==> src/rtl/freq_sweep.sv <==
// Linear frequency sweep generator that drives the NCO control word.
// Modes: single-shot, repeating sawtooth, or continuous triangle.
module freq_sweep #(
   parameter int W       = 32,
   parameter int DWELL_W = 16
) (
   input  logic               clk,
   input  logic               reset,
   input  logic               start,
   input  logic               abort,
   input  logic [W-1:0]       f_start,
   input  logic [W-1:0]       f_stop,
   input  logic [W-1:0]       f_step,
   input  logic [DWELL_W-1:0] dwell,
   input  logic [1:0]         mode,
   output logic [W-1:0]       control,
   output logic               busy,
   output logic               done,
   output logic               dir_down
);

   typedef enum logic {
      IDLE,
      DWELL
   } state_t;

   localparam logic [1:0] MODE_REPEAT   = 2'b01;
   localparam logic [1:0] MODE_TRIANGLE = 2'b10;

   state_t             state_q, state_d;
   logic [W-1:0]       control_q, control_d;
   logic [W-1:0]       target_q, target_d;
   logic [W-1:0]       fStart_q, fStart_d;
   logic [W-1:0]       fStop_q, fStop_d;
   logic [W-1:0]       fStep_q, fStep_d;
   logic [DWELL_W-1:0] dwell_q, dwell_d;
   logic [DWELL_W-1:0] cnt_q, cnt_d;
   logic [1:0]         mode_q, mode_d;
   logic               busy_q, busy_d;
   logic               done_q, done_d;
   logic               dirDown_q, dirDown_d;

   logic               atTarget;
   logic               turnAround;
   logic [W-1:0]       legTarget;
   logic               legDown;
   logic [W-1:0]       stepTarget;
   logic               stepDown;
   logic [W:0]         upSum;
   logic [W-1:0]       stepResult;

   // A triangle endpoint swaps the target and steps immediately, so the
   // step datapath must see the new leg's target and direction that cycle.
   always_comb begin
      atTarget   = (control_q == target_q);
      turnAround = atTarget && (mode_q == MODE_TRIANGLE);
      legTarget  = (target_q == fStop_q) ? fStart_q : fStop_q;
      legDown    = (legTarget < control_q);
      stepTarget = turnAround ? legTarget : target_q;
      stepDown   = turnAround ? legDown : dirDown_q;
      upSum      = {1'b0, control_q} + {1'b0, fStep_q};
      stepResult = stepTarget;
      if (fStep_q == '0) begin
         stepResult = stepTarget;
      end else if (!stepDown) begin
         if (!upSum[W] && (upSum[W-1:0] < stepTarget)) begin
            stepResult = upSum[W-1:0];
         end
      end else begin
         if ((fStep_q <= control_q) && ((control_q - fStep_q) > stepTarget)) begin
            stepResult = control_q - fStep_q;
         end
      end
   end

   always_comb begin
      state_d   = state_q;
      control_d = control_q;
      target_d  = target_q;
      fStart_d  = fStart_q;
      fStop_d   = fStop_q;
      fStep_d   = fStep_q;
      dwell_d   = dwell_q;
      cnt_d     = cnt_q;
      mode_d    = mode_q;
      busy_d    = busy_q;
      done_d    = 1'b0;
      dirDown_d = dirDown_q;
      case (state_q)
         IDLE: begin
            busy_d = 1'b0;
            if (start && !abort) begin
               fStart_d  = f_start;
               fStop_d   = f_stop;
               fStep_d   = f_step;
               dwell_d   = dwell;
               mode_d    = mode;
               target_d  = f_stop;
               control_d = f_start;
               cnt_d     = dwell;
               dirDown_d = (f_stop < f_start);
               busy_d    = 1'b1;
               state_d   = DWELL;
            end
         end
         DWELL: begin
            if (abort) begin
               busy_d  = 1'b0;
               state_d = IDLE;
            end else if (cnt_q != '0) begin
               cnt_d = cnt_q - DWELL_W'(1);
            end else begin
               cnt_d = dwell_q;
               if (!atTarget) begin
                  control_d = stepResult;
               end else if (mode_q == MODE_REPEAT) begin
                  control_d = fStart_q;
               end else if (mode_q == MODE_TRIANGLE) begin
                  target_d  = legTarget;
                  dirDown_d = legDown;
                  control_d = stepResult;
               end else begin
                  busy_d  = 1'b0;
                  done_d  = 1'b1;
                  state_d = IDLE;
               end
            end
         end
         default: state_d = IDLE;
      endcase
   end

   always_ff @(posedge clk) begin
      if (!reset) begin
         state_q   <= IDLE;
         control_q <= '0;
         target_q  <= '0;
         fStart_q  <= '0;
         fStop_q   <= '0;
         fStep_q   <= '0;
         dwell_q   <= '0;
         cnt_q     <= '0;
         mode_q    <= '0;
         busy_q    <= 1'b0;
         done_q    <= 1'b0;
         dirDown_q <= 1'b0;
      end else begin
         state_q   <= state_d;
         control_q <= control_d;
         target_q  <= target_d;
         fStart_q  <= fStart_d;
         fStop_q   <= fStop_d;
         fStep_q   <= fStep_d;
         dwell_q   <= dwell_d;
         cnt_q     <= cnt_d;
         mode_q    <= mode_d;
         busy_q    <= busy_d;
         done_q    <= done_d;
         dirDown_q <= dirDown_d;
      end
   end

   assign control  = control_q;
   assign busy     = busy_q;
   assign done     = done_q;
   assign dir_down = dirDown_q;

endmodule

==> config.mk <==
export PLATFORM = sky130hd
export DESIGN_NAME = freq_sweep
export DESIGN_NICKNAME = d
export VERILOG_FILES = /design/src/rtl/freq_sweep.sv
export SDC_FILE = /design/constraint.sdc
export NUM_CORES = 1
export LEC_CHECK = 0
export ABC_AREA = 0
export BUFFER_PORTS_ARGS = -buffer_cell sky130_fd_sc_hd__clkbuf_2
export CORE_ASPECT_RATIO = 0.8
export CORE_UTILIZATION = 60
export CTS_CLUSTER_DIAMETER = 50
export DETAILED_ROUTE_END_ITERATION = 16
export PLACE_DENSITY = 0.8
export SLEW_MARGIN = 5
export SYNTH_ARGS = -nofsm -noshare
export SYNTH_HDL_FRONTEND = slang
export SYNTH_SLANG_ARGS = --single-unit
export TNS_END_PERCENT = 5
==> constraint.sdc <==
create_clock -name clk -period 6.9 [get_ports clk]
set_input_delay 1.38 -clock clk [delete_from_list [all_inputs] [get_ports clk]]
set_output_delay 1.38 -clock clk [all_outputs]
set_load 0.01 [all_outputs]
; ---- Word level (Yosys, flattened, before mapping)
; Cells that the tools add are included.
[word_totals]
register_bits = 198
out_inout_bits = 35
[classes]
add_sub_neg = 3
magnitude_cmp = 5
n_eq_ne = 15
mux = 46
bitwise = 3
reduce_logical = 14
[ops]
columns = cell, n
row1 = 32-bit two-way mux, 18
row2 = 32-bit case mux with 2 select lines, 2
row3 = 32-bit less-than comparator, 3
row4 = 32-bit == test, 2
row5 = 16-bit two-way mux, 3
row6 = 32-bit by 32-bit adder with 33-bit output, 1
row7 = 32-bit > comparator, 1
row8 = 32-bit <= comparator, 1
row9 = 32-bit zero test, 1
row10 = 16-bit case mux with 2 select lines, 1
row11 = 32-bit subtractor, 1
row12 = 1-bit two-way mux, 19
row13 = 16-bit nonzero test, 1
row14 = "16-bit by 1-bit subtractor with 16-bit output, second input constant", 1
row15 = "3-bit inequality test, second input constant", 3
row16 = "2-bit inequality test, second input constant", 4
row17 = 4-bit AND reduction, 2
row18 = 1-bit case mux with 2 select lines, 3
row19 = 6-bit AND reduction, 1
row20 = 6-bit OR reduction, 1
row21 = 1-bit logical AND, 4
row22 = "2-bit by 1-bit inequality test with 1-bit output, second input constant", 2
row23 = "4-bit by 2-bit inequality test with 1-bit output, second input constant", 1
row24 = 2-bit AND reduction, 2
row25 = 5 further kinds, 8

; ---- Logic depth before layout (Yosys ltp)
; Gate-level depths: netlist of the first run.
[logic_depth]
word_depth = 14
ltp_mapped = 26
depth_no_buf = 22

; ---- Worst setup path after synthesis of the first run
; No wires, ideal clock.
[synth_timing]
path_kind = register to register
from = register control_q[1], in the netlist control[1]
to = register control_q[8], in the netlist control[8]
setup_time_ps = 127
arrival_time_ps = 5452
slack_ps = 1320
stages_incl_launch_ff = 21
n_path_buf = 0
synth_period_minus_slack_ps = 5580
path_cell_list = dfxtp_1 inv_1 fa_1 or2_1 a221oi_2 o211ai_1 and3_4 o21ai_2 a211oi_1 o41ai_1 mux2_2 or2_2 ha_1 nand4_1 nor4_1 nand4_1 or3_1 o31ai_2 o21ai_0 a211oi_1 a211oi_1
[synth_between]
elab_chain_len = 14
[synth_lines]
columns = element, line_no
row1 = start: declaration, 31  ; logic [W-1:0] control_q, control_d;
row2 = start signal: assignment, 149  ; control_q <= control_d;
row3 = branches (longest 14 deep; another with 32-bit by 32-bit adder with 33-bit output), n/a
; Parallel ways; which one is timed is not known. The select of a mux whose other input is x is not followed.
; A chain may end at the register's enable or synchronous reset.

; ---- Worst setup path in the final report of the first run
[layout_timing]
from = register control_q[0], in the netlist control[0]
to = register control_q[29], in the netlist control[29]
; The elaborated chain is that of the path after synthesis.

==> metrics.log, run 1 <==
INFO  metric result_of_the_run = complete, no violations
INFO  metric slew_headroom = 0.1936
INFO  metric die_width = between 150 and 200 µm
INFO  metric type_of_the_worst_setup_path = flip-flop to flip-flop
INFO  metric finalHoldViolations = 0
INFO  metric finalWeightedCongestion = slightly above 1
INFO  metric met3_wl = 9605 µm
INFO  metric synth-edff-count = 0
INFO  metric cp_cell_sequence = inv_1 > ha_1 > fa_1 > nor2b_1 > o311ai_1 > a32oi_1 > o21ai_0 > a311oi_1 > o41a_1 > nor3_1 > a211o_1 > ha_1 > nand4_1 > nor2_1 > and4_1 > a32o_1 > a2111oi_0 > or4_1 > a211oi_2 > a31oi_2 > a2111oi_0 > a31o_1
INFO  metric timing.setup.tns = 0 ns
INFO  metric finalCriticalPeriod = 6.705 ns
INFO  metric yosys_warnings = 0
INFO  metric final_min_period_over_clock_period = 0.9718
INFO  metric netlist-cell-type-count = just under 90
INFO  metric leakagePower = 8.072 nW
INFO  metric cts_hold_buf = 0
INFO  metric postSynth.asyncResetShare = 0
INFO  metric dp_cells = 2808
INFO  metric setup.worst_path.start = control[0]$_SDFFE_PN0P_
INFO  metric post_drt_via_cell_ratio = between 6 and 7
INFO  metric instances_no_fill = 2842
INFO  metric skew = 0.02241 ns
INFO  metric final_layout_size_suffix_gt1_frac = 0.1193
INFO  metric hold_critical_path_depth = 2
INFO  metric crit_path_max_incr_delay = 0.73 ns
INFO  metric global_route_wire_length_before_repair = 97770 µm
INFO  metric wl_met1 = 27560 µm
INFO  metric total_number_of_h_tree_levels = 4
INFO  metric drcViolationCount = 0
INFO  metric setup.reg_to_reg.worst_slack = 0.19 ns
INFO  metric arrival = 7.12 ns
INFO  metric core = between 20000 and 30000 µm²
INFO  metric routed.top_layer = met4
INFO  metric drtAntennaViolNets = 0
INFO  metric synth_top_area_cell = dfxtp_1
INFO  metric num-nets-final = 2773
INFO  metric cts_buffers = 17
INFO  metric synth_fp_nets = 2690
INFO  metric max-vdd-ir-drop = 0.0001738 V
INFO  metric finalInstanceArea = 19040 µm²
INFO  metric clkTransAtPathRegs = 0.09 ns
INFO  metric timing.hold.worst.start = dwell_q[3]$_SDFFE_PN0P_
INFO  metric top_level_ports = 153
INFO  metric grt_remaining_overflow = 0
INFO  metric synth_top_area_share = 0.2285
INFO  metric syn-cell-area = 17340 µm²
INFO  metric critical_path_required = 7.31 ns
INFO  metric placed_cell_area = 18380 µm²
INFO  metric seq_area_frac_synth = 0.2285
INFO  metric crit_path_end_kind = flip-flop
INFO  metric timing.final.setup_violations = 0
INFO  metric clock-sinks = 198
INFO  metric synthCells = 2377
INFO  metric clock_power_share = 0.262
INFO  metric internal-power = 2.327 mW
INFO  metric cts-root-to-sink-buffers = 2
INFO  metric vias = about 19k
INFO  metric insertedDiodeCount = 0
INFO  metric worstReg2RegStart = control[0]$_SDFFE_PN0P_
INFO  metric vias_in_the_first_global_route = 16.75k
INFO  metric ys_seq_elements = about 200
INFO  metric cpMaxStageDelayCell = or4_1
INFO  metric antenna_violations_before_repair = 0
INFO  metric timing.hold.worst_endpoint = dwell_q[3]$_SDFFE_PN0P_
INFO  metric area_growth = 9.768%
INFO  metric timing.hold.ws = 0.4584 ns
INFO  metric floorplan.initialDensity = 0.6117
INFO  metric final_max_slew_viol_count = 0
INFO  metric worst-r2r-cell-count = 22
INFO  metric syn_avg_cell_area = 7.297 µm²
INFO  metric die_outline_area = 29600 µm²
INFO  metric grt_start_max_net_pins = 84
INFO  metric dr_wl_met2 = 26110 µm
INFO  metric clock_insertion_delay_worst_skew = 0.48 ns
INFO  metric die_y = 154.1 µm
INFO  metric worst_slew_pin_slew = 1.210 ns
INFO  metric post-dp-hpwl = 49890 µm
INFO  metric post-route-util = 0.6715
INFO  metric critical_path.max_fanout = 6
INFO  metric routed_wl = 65070 µm
INFO  metric swShare = 0.4306
INFO  metric detail_route.iter0.violations = 2977
INFO  metric clock-root-buffer = clkbuf_16
INFO  metric placement.io_buffers = around 150
INFO  metric unrepaired_setup_endpoints_after_global_routing = no
INFO  metric drt_pass1_iterations = 6
INFO  metric p_comb_frac = 0.419
INFO  metric tritoncts = yes
INFO  metric maxCapViolCount = 0
INFO  metric pwr-share-seq = 0.319
INFO  metric wire_per_inst = 22.90 µm
INFO  metric power.density_cell_area = around 210 nW/µm²
INFO  metric worst_r2r_endpoint = control[29]$_SDFFE_PN0P_
INFO  metric holdCritPathClass = flip-flop to flip-flop
INFO  metric netlist_top_cells_area = dfxtp_1, ha_1, nand2_1
INFO  metric ys.flop_type = dfxtp_1
INFO  metric p_switching = 1.760 mW
INFO  metric startpoint_type = flip-flop
INFO  metric floorplan.rows = 55
INFO  metric fillers = approximately 2.5k
INFO  metric track_usage = 0.4331
INFO  metric achievable-frequency = 149.1 MHz
[power by group through the flow]
stage / sequential [mW] / clock [mW] / combinational [mW]
final: 1.31 / 1.07 / 1.71
after global routing: 1.31 / 1.10 / 1.84
after CTS: 1.30 / 1.06 / 1.63
after detailed placement: 1.32 / 0 / 1.61
after global placement: 1.32 / 0 / 1.60
after floorplan: 1.30 / 0 / 1.11
[worst max path at each step]
stage	end	slack (ns)	cells past startpoint
after floorplan	control[8]$_SDFFE_PN0P_	1.32	20
after global placement	control[8]$_SDFFE_PN0P_	0.51	20
after detailed placement	control[8]$_SDFFE_PN0P_	0.35	20
after CTS	control[8]$_SDFFE_PN0P_	0.32	20
after global routing	control[8]$_SDFFE_PN0P_	0.02	20
final	control[29]$_SDFFE_PN0P_	0.19	22
[metal layers]
layer / track usage / up-vias
met4: 0.1222 / 0
met3: 0.1150 / 135
met2: 0.6099 / 1359
met5: 0 / -
li1: - / 8586
met1: 0.6381 / 8588
[through the flow]
stage | worst slack (ns) | total power [mW]
after floorplan | 1.320 | 2.411
after global routing | 0.01710 | 4.256
after detailed placement | 0.3480 | 2.939
final | 0.1947 | 4.087
after CTS | 0.3195 | 3.986
after global placement | 0.5100 | 2.915
[worst max-delay path: cells and delay by family (launching register included)]
kind	cells	cell delay [ns]
AOI/OAI and AO/OA	12	3.47
adders and majority gates	3	1.03
buffers and inverters	1	0.18
DFF	1	0.43
and+or+nand+nor	6	1.52
[flip-flops by register name, summed over array words and instances (netlist names)]
| register | count |
|---|---|
| dwell_q | 16 |
| busy | 1 |
| cnt_q | 16 |
| target_q | 32 |
| fStart_q | 32 |
| control | 32 |
| done | 1 |
| state_q | 1 |
| fStep_q | 32 |
| mode_q | 2 |
| dir_down | 1 |
| fStop_q | 32 |
[cells in the final DEF (no fill, tap or decap), types with 18 or more instances in the layout]
cell type and n:
o21ai_0 112, o211ai_1 53, a31oi_1 24, xnor2_1 77, nor3_1 35, a22oi_1 22, o221a_2 18, mux2i_1 38
dfxtp_1 197, ha_1 193, a21o_1 28, clkbuf_2 152, a21oi_1 259, nand2b_1 19, o31ai_1 18, nand3_1 28
nor4_1 31, a211oi_1 29, buf_4 48, inv_1 186, nand2_1 401, nor2_1 153, nand4_1 35, o21a_1 22
xor2_1 47
[cells in the mapped netlist (9+ instances only)]
master,number
buf_2,19
o21ai_0,112
xor2_1,47
ha_1,193
a21o_1,28
inv_1,187
a22oi_1,22
o221a_2,18
a31oi_1,25
xnor2_1,77
a21oi_1,259
o21a_1,22
clkbuf_1,99
o211ai_1,53
nand2b_1,19
nand3_1,30
nor2b_1,14
mux2i_1,38
a221oi_1,12
nor3_1,35
or3_1,9
a211oi_1,29
nand2_1,401
dfxtp_1,198
nor2_1,156
nand4_1,35
o221ai_1,17
o31ai_1,18
nor4_1,32
buf_1,12
[repair_timing]
| item | 4_1_cts | 5_1_grt |
|---|---|---|
| buffers inserted | 0 | 3 |
| gates resized for setup | 0 | 5 |
| setup endpoints to repair | 0 | 31 |
[cells by family after synthesis]
| family | after synthesis | share of synthesized area |
|---|---|---|
| simple gates | 789 | 0.2053 |
| xor+xnor | 124 | 0.06262 |
| buf+inv | 325 | 0.07344 |
| fa+ha+maj | 195 | 0.1415 |
| mux | 43 | 0.02518 |
| compound gates | 703 | 0.2634 |
| flops | 198 | 0.2285 |
[cell type report]
type | count | area [µm²] | area share
sequential | 198 | 3968 | 0.2084
tap | 370 | 462.9 | 0.02432
clock buffer | 17 | 425.4 | 0.02234
inverter | 189 | 711.9 | 0.03739
clock inverter | 14 | 185.2 | 0.009727
timing repair buffer | 200 | 1121 | 0.05889
multi-input combinational | 1854 | 12160 | 0.6389
Power figures use the tool's default switching activity.
==> inputs of run 2 (changes only) <==
--- a/config.mk
+++ b/config.mk
@@ -7,11 +7,14 @@
 export LEC_CHECK = 0
 export ABC_AREA = 0
 export BUFFER_PORTS_ARGS = -buffer_cell sky130_fd_sc_hd__clkbuf_2
+export CELL_PAD_IN_SITES_DETAIL_PLACEMENT = 1
+export CELL_PAD_IN_SITES_GLOBAL_PLACEMENT = 1
 export CORE_ASPECT_RATIO = 0.8
-export CORE_UTILIZATION = 60
-export CTS_CLUSTER_DIAMETER = 50
+export CORE_UTILIZATION = 45
+export CTS_CLUSTER_DIAMETER = 40
 export DETAILED_ROUTE_END_ITERATION = 16
-export PLACE_DENSITY = 0.8
+export PLACE_DENSITY_LB_ADDON = 0.1
+export SETUP_SLACK_MARGIN = 0.4
 export SLEW_MARGIN = 5
 export SYNTH_ARGS = -nofsm -noshare
 export SYNTH_HDL_FRONTEND = slang
==> run 2 against run 1 <==
Net effect:
- sequential power about the same
- utilization shrank 15 points
- largest cell class unchanged
- non-clock buffer count is 17 higher
- clock skew fell by 0.0012 ns
- flip-flop and latch count unchanged
- combinational power up 6%
- critical path type unchanged
==> metrics.log, run 2 (synthesized netlist as in run 1, its figures left out) <==
INFO  metric final_max_slew_viol_count = 0
INFO  metric tritoncts = yes
INFO  metric area_growth = 11.87%
INFO  metric worst-r2r-cell-count = 21
INFO  metric die_outline_area = 39340 µm²
INFO  metric timing.setup.tns = 0 ns
INFO  metric worst_r2r_endpoint = control[12]$_SDFFE_PN0P_
INFO  metric post-dp-hpwl = slightly below 60000 µm
INFO  metric multiInputGateArea = 12220 µm²
INFO  metric timing.final.setup_violations = 0
INFO  metric num-nets-final = 2790
INFO  metric clkTransAtPathRegs = around 0.08 ns
INFO  metric critical_path_required = 7.23 ns
INFO  metric crit_top_cell = buf_4
INFO  metric finalCriticalPeriod = 6.194 ns
INFO  metric arrival = 6.52 ns
INFO  metric timing.hold.worst.start = dwell_q[10]$_SDFFE_PN0P_
INFO  metric clock-root-buffer = clkbuf_16
INFO  metric instances_no_fill = ~3k
INFO  metric swShare = 0.4227
INFO  metric most-common-layout-cells = nand2_1, a21oi_1, dfxtp_1
INFO  metric buffers_and_inverters_on_the_worst_path = 6
INFO  metric crit_family = simple AND/OR/NAND/NOR gates
INFO  metric max-vdd-ir-drop = 0.0001547 V
INFO  metric finalHoldViolations = 0
INFO  metric dp_cells = just under 3k
INFO  metric vias = between 15k and 20k
INFO  metric pwr-share-seq = 0.313
INFO  metric floorplan.rows = 63
INFO  metric die_y = 177.6 µm
INFO  metric clock_insertion_delay_worst_skew = 0.48 ns
INFO  metric fillers = between 4k and 5k
INFO  metric worst_slew_pin_slew = 1.087 ns
INFO  metric cp_num_cells = 21
INFO  metric finalPower = around 4.2 mW
INFO  metric internal-power = 2.416 mW
INFO  metric maxCapViolCount = 0
INFO  metric critical_path.max_fanout = 35
INFO  metric leakagePower = about 8 nW
INFO  metric drt_pass1_iterations = 5
INFO  metric setup.reg_to_reg.worst_slack = just over 0.7 ns
INFO  metric timing.hold.ws = about 0.46 ns
INFO  metric final_layout_size_suffix_gt1_frac = 0.1281
INFO  metric cp_cell_sequence = xnor2_1 > nand4_1 > nor4_2 > buf_4 > nand3_2 > buf_12 > buf_4 > o21ai_0 > inv_1 > ha_1 > nand4_1 > nor4b_1 > buf_4 > a211o_1 > a2111oi_0 > or4_4 > a211o_4 > buf_4 > o21ai_0 > a211o_1 > a31oi_1
INFO  metric final_min_period_over_clock_period = 0.8977
INFO  metric grt_remaining_overflow = 0
INFO  metric final_common_cell = nand2_1
INFO  metric cpMaxStageDelayCell = or4_4
INFO  metric post_drt_via_cell_ratio = 6.260
INFO  metric result_of_the_run = complete, no violations
INFO  metric type_of_the_worst_setup_path = flip-flop to flip-flop
INFO  metric drtAntennaViolNets = 0
INFO  metric cp-endpoint = control[12]$_SDFFE_PN0P_
INFO  metric holdCritPathClass = flip-flop to flip-flop
INFO  metric antenna_violations_before_repair = 0
INFO  metric die_width = between 200 and 250 µm
INFO  metric wire_per_inst = 25.05 µm
INFO  metric area_taken_by_flip_flops_and_latches = 3969 µm²
INFO  metric cts-root-to-sink-buffers = 2
INFO  metric p_comb_frac = 0.431
INFO  metric setup.worst_path.start = control[5]$_SDFFE_PN0P_
INFO  metric slew_headroom = 0.2750
INFO  metric total_number_of_h_tree_levels = 4
INFO  metric placed_cell_area = between 15000 and 20000 µm²
INFO  metric top_level_ports = 153
INFO  metric vias_in_the_first_global_route = 18.21k
INFO  metric core = between 30000 and 40000 µm²
INFO  metric cts_buffers = 17
INFO  metric floorplan.initialDensity = 0.4623
INFO  metric dpl_worst_slack = 0.2605 ns
INFO  metric global_route_wire_length_before_repair = about 110000 µm
INFO  metric finalWeightedCongestion = just over 1
INFO  metric startpoint_type = flip-flop
INFO  metric p_switching = between 1.5 and 2 mW
INFO  metric routed_wl = approximately 75000 µm
INFO  metric postLayoutSetupSlackWorst = 0.7055 ns
INFO  metric clock_power_share = 0.255
INFO  metric power.density_cell_area = 215.7 nW/µm²
INFO  metric post-route-util = 0.5171
INFO  metric crit_path_end_kind = flip-flop
INFO  metric detail_route.iter0.violations = 1783
INFO  metric finalInstanceArea = 19400 µm²
INFO  metric worstReg2RegStart = control[5]$_SDFFE_PN0P_
INFO  metric drcViolationCount = 0
INFO  metric unrepaired_setup_endpoints_after_global_routing = yes
INFO  metric grt_start_max_net_pins = 126
INFO  metric skew = 0.02117 ns
INFO  metric insertedDiodeCount = 0
INFO  metric crit_path_max_incr_delay = 0.63 ns
INFO  metric achievable-frequency = 161.4 MHz
INFO  metric track_usage = 0.3787
INFO  metric clock-sinks = around 200
INFO  metric placement.io_buffers = roughly 150
-- run 2: worst register-to-register path, cell delays in order, from the launching register on --
cell and delay (ns):
dfxtp_1 0.62, xnor2_1 0.22, nand4_1 0.26, nor4_2 0.29
buf_4 0.20, nand3_2 0.20, buf_12 0.25, buf_4 0.21
o21ai_0 0.36, inv_1 0.22, ha_1 0.37, nand4_1 0.17
nor4b_1 0.50, buf_4 0.22, a211o_1 0.16, a2111oi_0 0.10
or4_4 0.63, a211o_4 0.43, buf_4 0.22, o21ai_0 0.20
a211o_1 0.13, a31oi_1 0.08
-- run 2: routing by layer --
metal,global-route usage,vias to the layer above,share of wire
met1,0.5581,9156,0.48
met2,0.5400,767,0.40
met3,0.09156,80,0.097
met5,0,-,0
met4,0.1030,0,0.022
li1,-,8632,-
-- run 2: worst min-delay path by stage --
| stage | end | depth (start not counted) |
|---|---|---|
| 2_1_floorplan | dwell_q[10]$_SDFFE_PN0P_ | 2 |
| 3_3_place_gp | dwell_q[3]$_SDFFE_PN0P_ | 2 |
| 3_5_place_dp | dwell_q[10]$_SDFFE_PN0P_ | 2 |
| 4_1_cts | dwell_q[10]$_SDFFE_PN0P_ | 2 |
| 5_1_grt | dwell_q[10]$_SDFFE_PN0P_ | 2 |
| 6_report | dwell_q[10]$_SDFFE_PN0P_ | 2 |
-- run 2: power groups by stage --
| stage | Combinational, mW | Clock (mW) | Sequential (mW) |
|---|---|---|---|
| after floorplan | 1.11 | 0 | 1.30 |
| after global placement | 1.66 | 0 | 1.33 |
| after detailed placement | 1.70 | 0 | 1.33 |
| after CTS | 1.73 | 1.08 | 1.31 |
| after global routing | 1.95 | 1.12 | 1.32 |
| final | 1.81 | 1.07 | 1.31 |
-- run 2: area by class of cell --
type,instances,area share
multi-input combinational,1854,0.6300
sequential,198,0.2046
timing repair buffer,217,0.06694
inverter,189,0.03669
tap,487,0.03141
clock buffer,22,0.02502
clock inverter,10,0.005417
-- run 2: what timing repair did --
| action | 4_1_cts | 5_1_grt |
|---|---|---|
| endpoints found under the setup margin | 17 | 32 |
| pin swaps | 1 | 0 |
| gates resized for setup | 0 | 17 |
| setup buffers | 2 | 0 |
| hold buffers | 0 | 0 |
==> inputs of run 3 (changes only) <==
==> constraint.sdc (replaced) <==
create_clock -name clk -period 5.8 [get_ports clk]
set_input_delay 1.16 -clock clk [delete_from_list [all_inputs] [get_ports clk]]
set_output_delay 1.16 -clock clk [all_outputs]
set_load 0.01 [all_outputs]
==> run 3 against run 2 <==
Net effect:
- clock power increased by 21%
- combinational power increased by 46%
- non-clock buffer count increased by 188
- via count increased by 6.9%
- largest cell class unchanged
- critical path depth down 1
- flip-flop and latch count did not move
- highest routed layer is now met5
- register-to-register slack got worse by 0.52 ns
- final area is 10% higher
- count of clock-buffer cells in the layout decreased by 3
- clock skew is 0.00065 ns lower
- sequential power is 18% higher
==> metrics.log, run 3 (synthesized netlist as in run 1, its figures left out) <==
INFO  metric cpMaxStageDelayCell = o31ai_4
INFO  metric post_drt_via_cell_ratio = 6.290
INFO  metric top_level_ports = 153
INFO  metric hold_critical_path_depth = 2
INFO  metric insertedDiodeCount = 0
INFO  metric clkTransAtPathRegs = around 0.080 ns
INFO  metric swShare = 0.4257
INFO  metric finalInstanceArea = between 20000 and 25000 µm²
INFO  metric clock-sinks = 198
INFO  metric track_usage = 0.3977
INFO  metric wire_per_inst = 25.17 µm
INFO  metric final_layout_size_suffix_gt1_frac = 0.2191
INFO  metric die_width = roughly 220 µm
INFO  metric finalWeightedCongestion = 0.9977
INFO  metric floorplan.initialDensity = 0.4623
INFO  metric area_growth = 23.08%
INFO  metric most-common-layout-cells = nand2_1, a21oi_1, buf_4
INFO  metric startpoint_type = flip-flop
INFO  metric grt_remaining_overflow = 0
INFO  metric clock_power_share = 0.236
INFO  metric max-vdd-ir-drop = 0.0002105 V
INFO  metric internal-power = ~3.1 mW
INFO  metric finalHoldViolations = 0
INFO  metric pwr-share-seq = 0.283
INFO  metric timing.hold.worst_endpoint = dwell_q[6]$_SDFFE_PN0P_
INFO  metric power.density_cell_area = 256.7 nW/µm²
INFO  metric postLayoutSetupSlackWorst = 0.1900 ns
INFO  metric drtAntennaViolNets = 0
INFO  metric achievable-frequency = 178.3 MHz
INFO  metric timing.final.setup_violations = 0
INFO  metric detail_route.iter0.violations = 2230
INFO  metric unrepaired_setup_endpoints_after_global_routing = yes
INFO  metric slew_headroom = 0.2871
INFO  metric critical_path.max_fanout = 12
INFO  metric type_of_the_worst_setup_path = flip-flop to flip-flop
INFO  metric crit_family = compound AO/OA/AOI/OAI gates
INFO  metric maxCapViolCount = 0
INFO  metric antenna_violations_before_repair = 1
INFO  metric leakagePower = 9.221 nW
INFO  metric vias_in_the_first_global_route = 19.52k
INFO  metric skew = 0.02052 ns
INFO  metric dpl_worst_slack = -0.1582 ns
INFO  metric cp_cell_sequence = xor2_1 > nor4_1 > nand4_1 > nor2_4 > buf_4 > mux2i_1 > o21ai_0 > inv_1 > ha_1 > a21o_1 > a21o_1 > a211oi_1 > o21ai_1 > a2111oi_4 > buf_4 > o31ai_4 > buf_6 > o31ai_4 > o221ai_1 > a31oi_1
INFO  metric placement.io_buffers = 152
INFO  metric result_of_the_run = complete, no violations
INFO  metric floorplan.rows = 63
INFO  metric arrival = roughly 6.0 ns
INFO  metric global_route_wire_length_before_repair = 118900 µm
INFO  metric placed_cell_area = 20030 µm²
INFO  metric num-nets-final = 2979
INFO  metric cts_hold_buf = 0
INFO  metric core = 37520 µm²
INFO  metric final_common_cell = nand2_1
INFO  metric tritoncts = yes
INFO  metric post-dp-hpwl = 62470 µm
INFO  metric die_y = between 150 and 200 µm
INFO  metric crit_path_end_kind = flip-flop
INFO  metric buffers_and_inverters_on_the_worst_path = 4
INFO  metric total_number_of_h_tree_levels = 4
INFO  metric worst-r2r-cell-count = 20
INFO  metric cts-root-to-sink-buffers = 2
INFO  metric p_comb_frac = 0.482
INFO  metric drt_pass1_iterations = 5
INFO  metric clock-root-buffer = clkbuf_16
INFO  metric setup.reg_to_reg.worst_slack = 0.19 ns
INFO  metric holdCritPathClass = flip-flop to flip-flop
INFO  metric final_max_slew_viol_count = 0
INFO  metric worstReg2RegStart = target_q[30]$_SDFFE_PN0P_
INFO  metric drcViolationCount = 0
INFO  metric critical_path_required = 6.20 ns
INFO  metric timing.hold.worst.start = dwell_q[6]$_SDFFE_PN0P_
INFO  metric clock_insertion_delay_worst_skew = 0.49 ns
INFO  metric final_min_period_over_clock_period = 0.9672
INFO  metric die_outline_area = 39340 µm²
INFO  metric worst_slew_pin_slew = 1.069 ns
INFO  metric post-route-util = 0.5689
INFO  metric grt_start_max_net_pins = 69
INFO  metric finalCriticalPeriod = 5.610 ns
INFO  metric fillers = 4777
INFO  metric instances_no_fill = 3166
INFO  metric dp_cells = 3120
INFO  metric p_switching = 2.333 mW
INFO  metric worst_r2r_endpoint = control[5]$_SDFFE_PN0P_
INFO  metric routed_wl = 79670 µm
INFO  metric vias = 19.91k
INFO  metric crit_path_max_incr_delay = 0.59 ns
INFO  metric finalPower = 5.480 mW
INFO  metric cts_buffers = 17
run 3: cell count changes in the layout (fill, tap and decap cells not counted), sizes merged:
cell	delta
buf	+188
clkbuf	-3
clkinv	+1
clkinvlp	-1
inv	+3
o31ai	+1
run 3: tightest hold or removal path, cell delays in order, from the launching register on:
cell and delay [ns]:
dfxtp_1 0.31, nand2_1 0.05, a21oi_1 0.05
run 3: layout make-up:
cell class              count  area, µm²  share of cell area
flip-flops and latches    198       3989              0.1869
repair buffers            405       2734              0.1281
inverters                 189      711.9             0.03335
well taps                 487      609.3             0.02854
clock inverters            13      153.9            0.007209
clock buffers              19      452.9             0.02122
multi-input cells        1855      12700              0.5947
run 3: power groups by stage:
stage / Combinational (mW) / Clock [mW] / Sequential, mW
2_1_floorplan: 1.34 / 0 / 1.54
3_3_place_gp: 2.21 / 0 / 1.56
3_5_place_dp: 2.29 / 0 / 1.57
4_1_cts: 2.42 / 1.30 / 1.54
5_1_grt: 2.81 / 1.34 / 1.55
6_report: 2.64 / 1.29 / 1.55
run 3: how the worst max path moves through the flow:
| stage | startpoint | slack [ns] | end | cells after the start |
|---|---|---|---|---|
| after floorplan | control[0]$_SDFFE_PN0P_ | 0.42 | control[8]$_SDFFE_PN0P_ | 21 |
| after global placement | control[0]$_SDFFE_PN0P_ | -0.04 | control[8]$_SDFFE_PN0P_ | 21 |
| after detailed placement | control[0]$_SDFFE_PN0P_ | -0.16 | control[2]$_SDFFE_PN0P_ | 24 |
| after CTS | fStep_q[0]$_SDFFE_PN0P_ | 0.36 | control[2]$_SDFFE_PN0P_ | 25 |
| after global routing | fStep_q[15]$_SDFFE_PN0P_ | 0.04 | control[19]$_SDFFE_PN0P_ | 21 |
| final | target_q[30]$_SDFFE_PN0P_ | 0.19 | control[5]$_SDFFE_PN0P_ | 20 |
run 3: repair_timing:
item / CTS / global route
setup buffers: 12 / 1
cloned: 1 / 0
setup endpoints to repair: 32 / 32
gates resized for setup: 59 / 83
pin swaps: 19 / 41
run 3: metrics by stage:
step,hold WS [ns],setup TNS [ns]
detailed placement,0.4484,-1.460
floorplan,0.4332,0
finish,0.4578,0
global placement,0.4406,-0.06867
CTS,0.4595,0
global route,0.4829,0
run 3: routing by layer:
metal / track usage / part of all wire / vias to the layer above
li1: - / - / 8990
met1: 0.5794 / 0.46 / 9800
met2: 0.5944 / 0.42 / 995
met3: 0.07864 / 0.099 / 127
met4: 0.09809 / 0.024 / 2
met5: 0 / 0.00011 / -
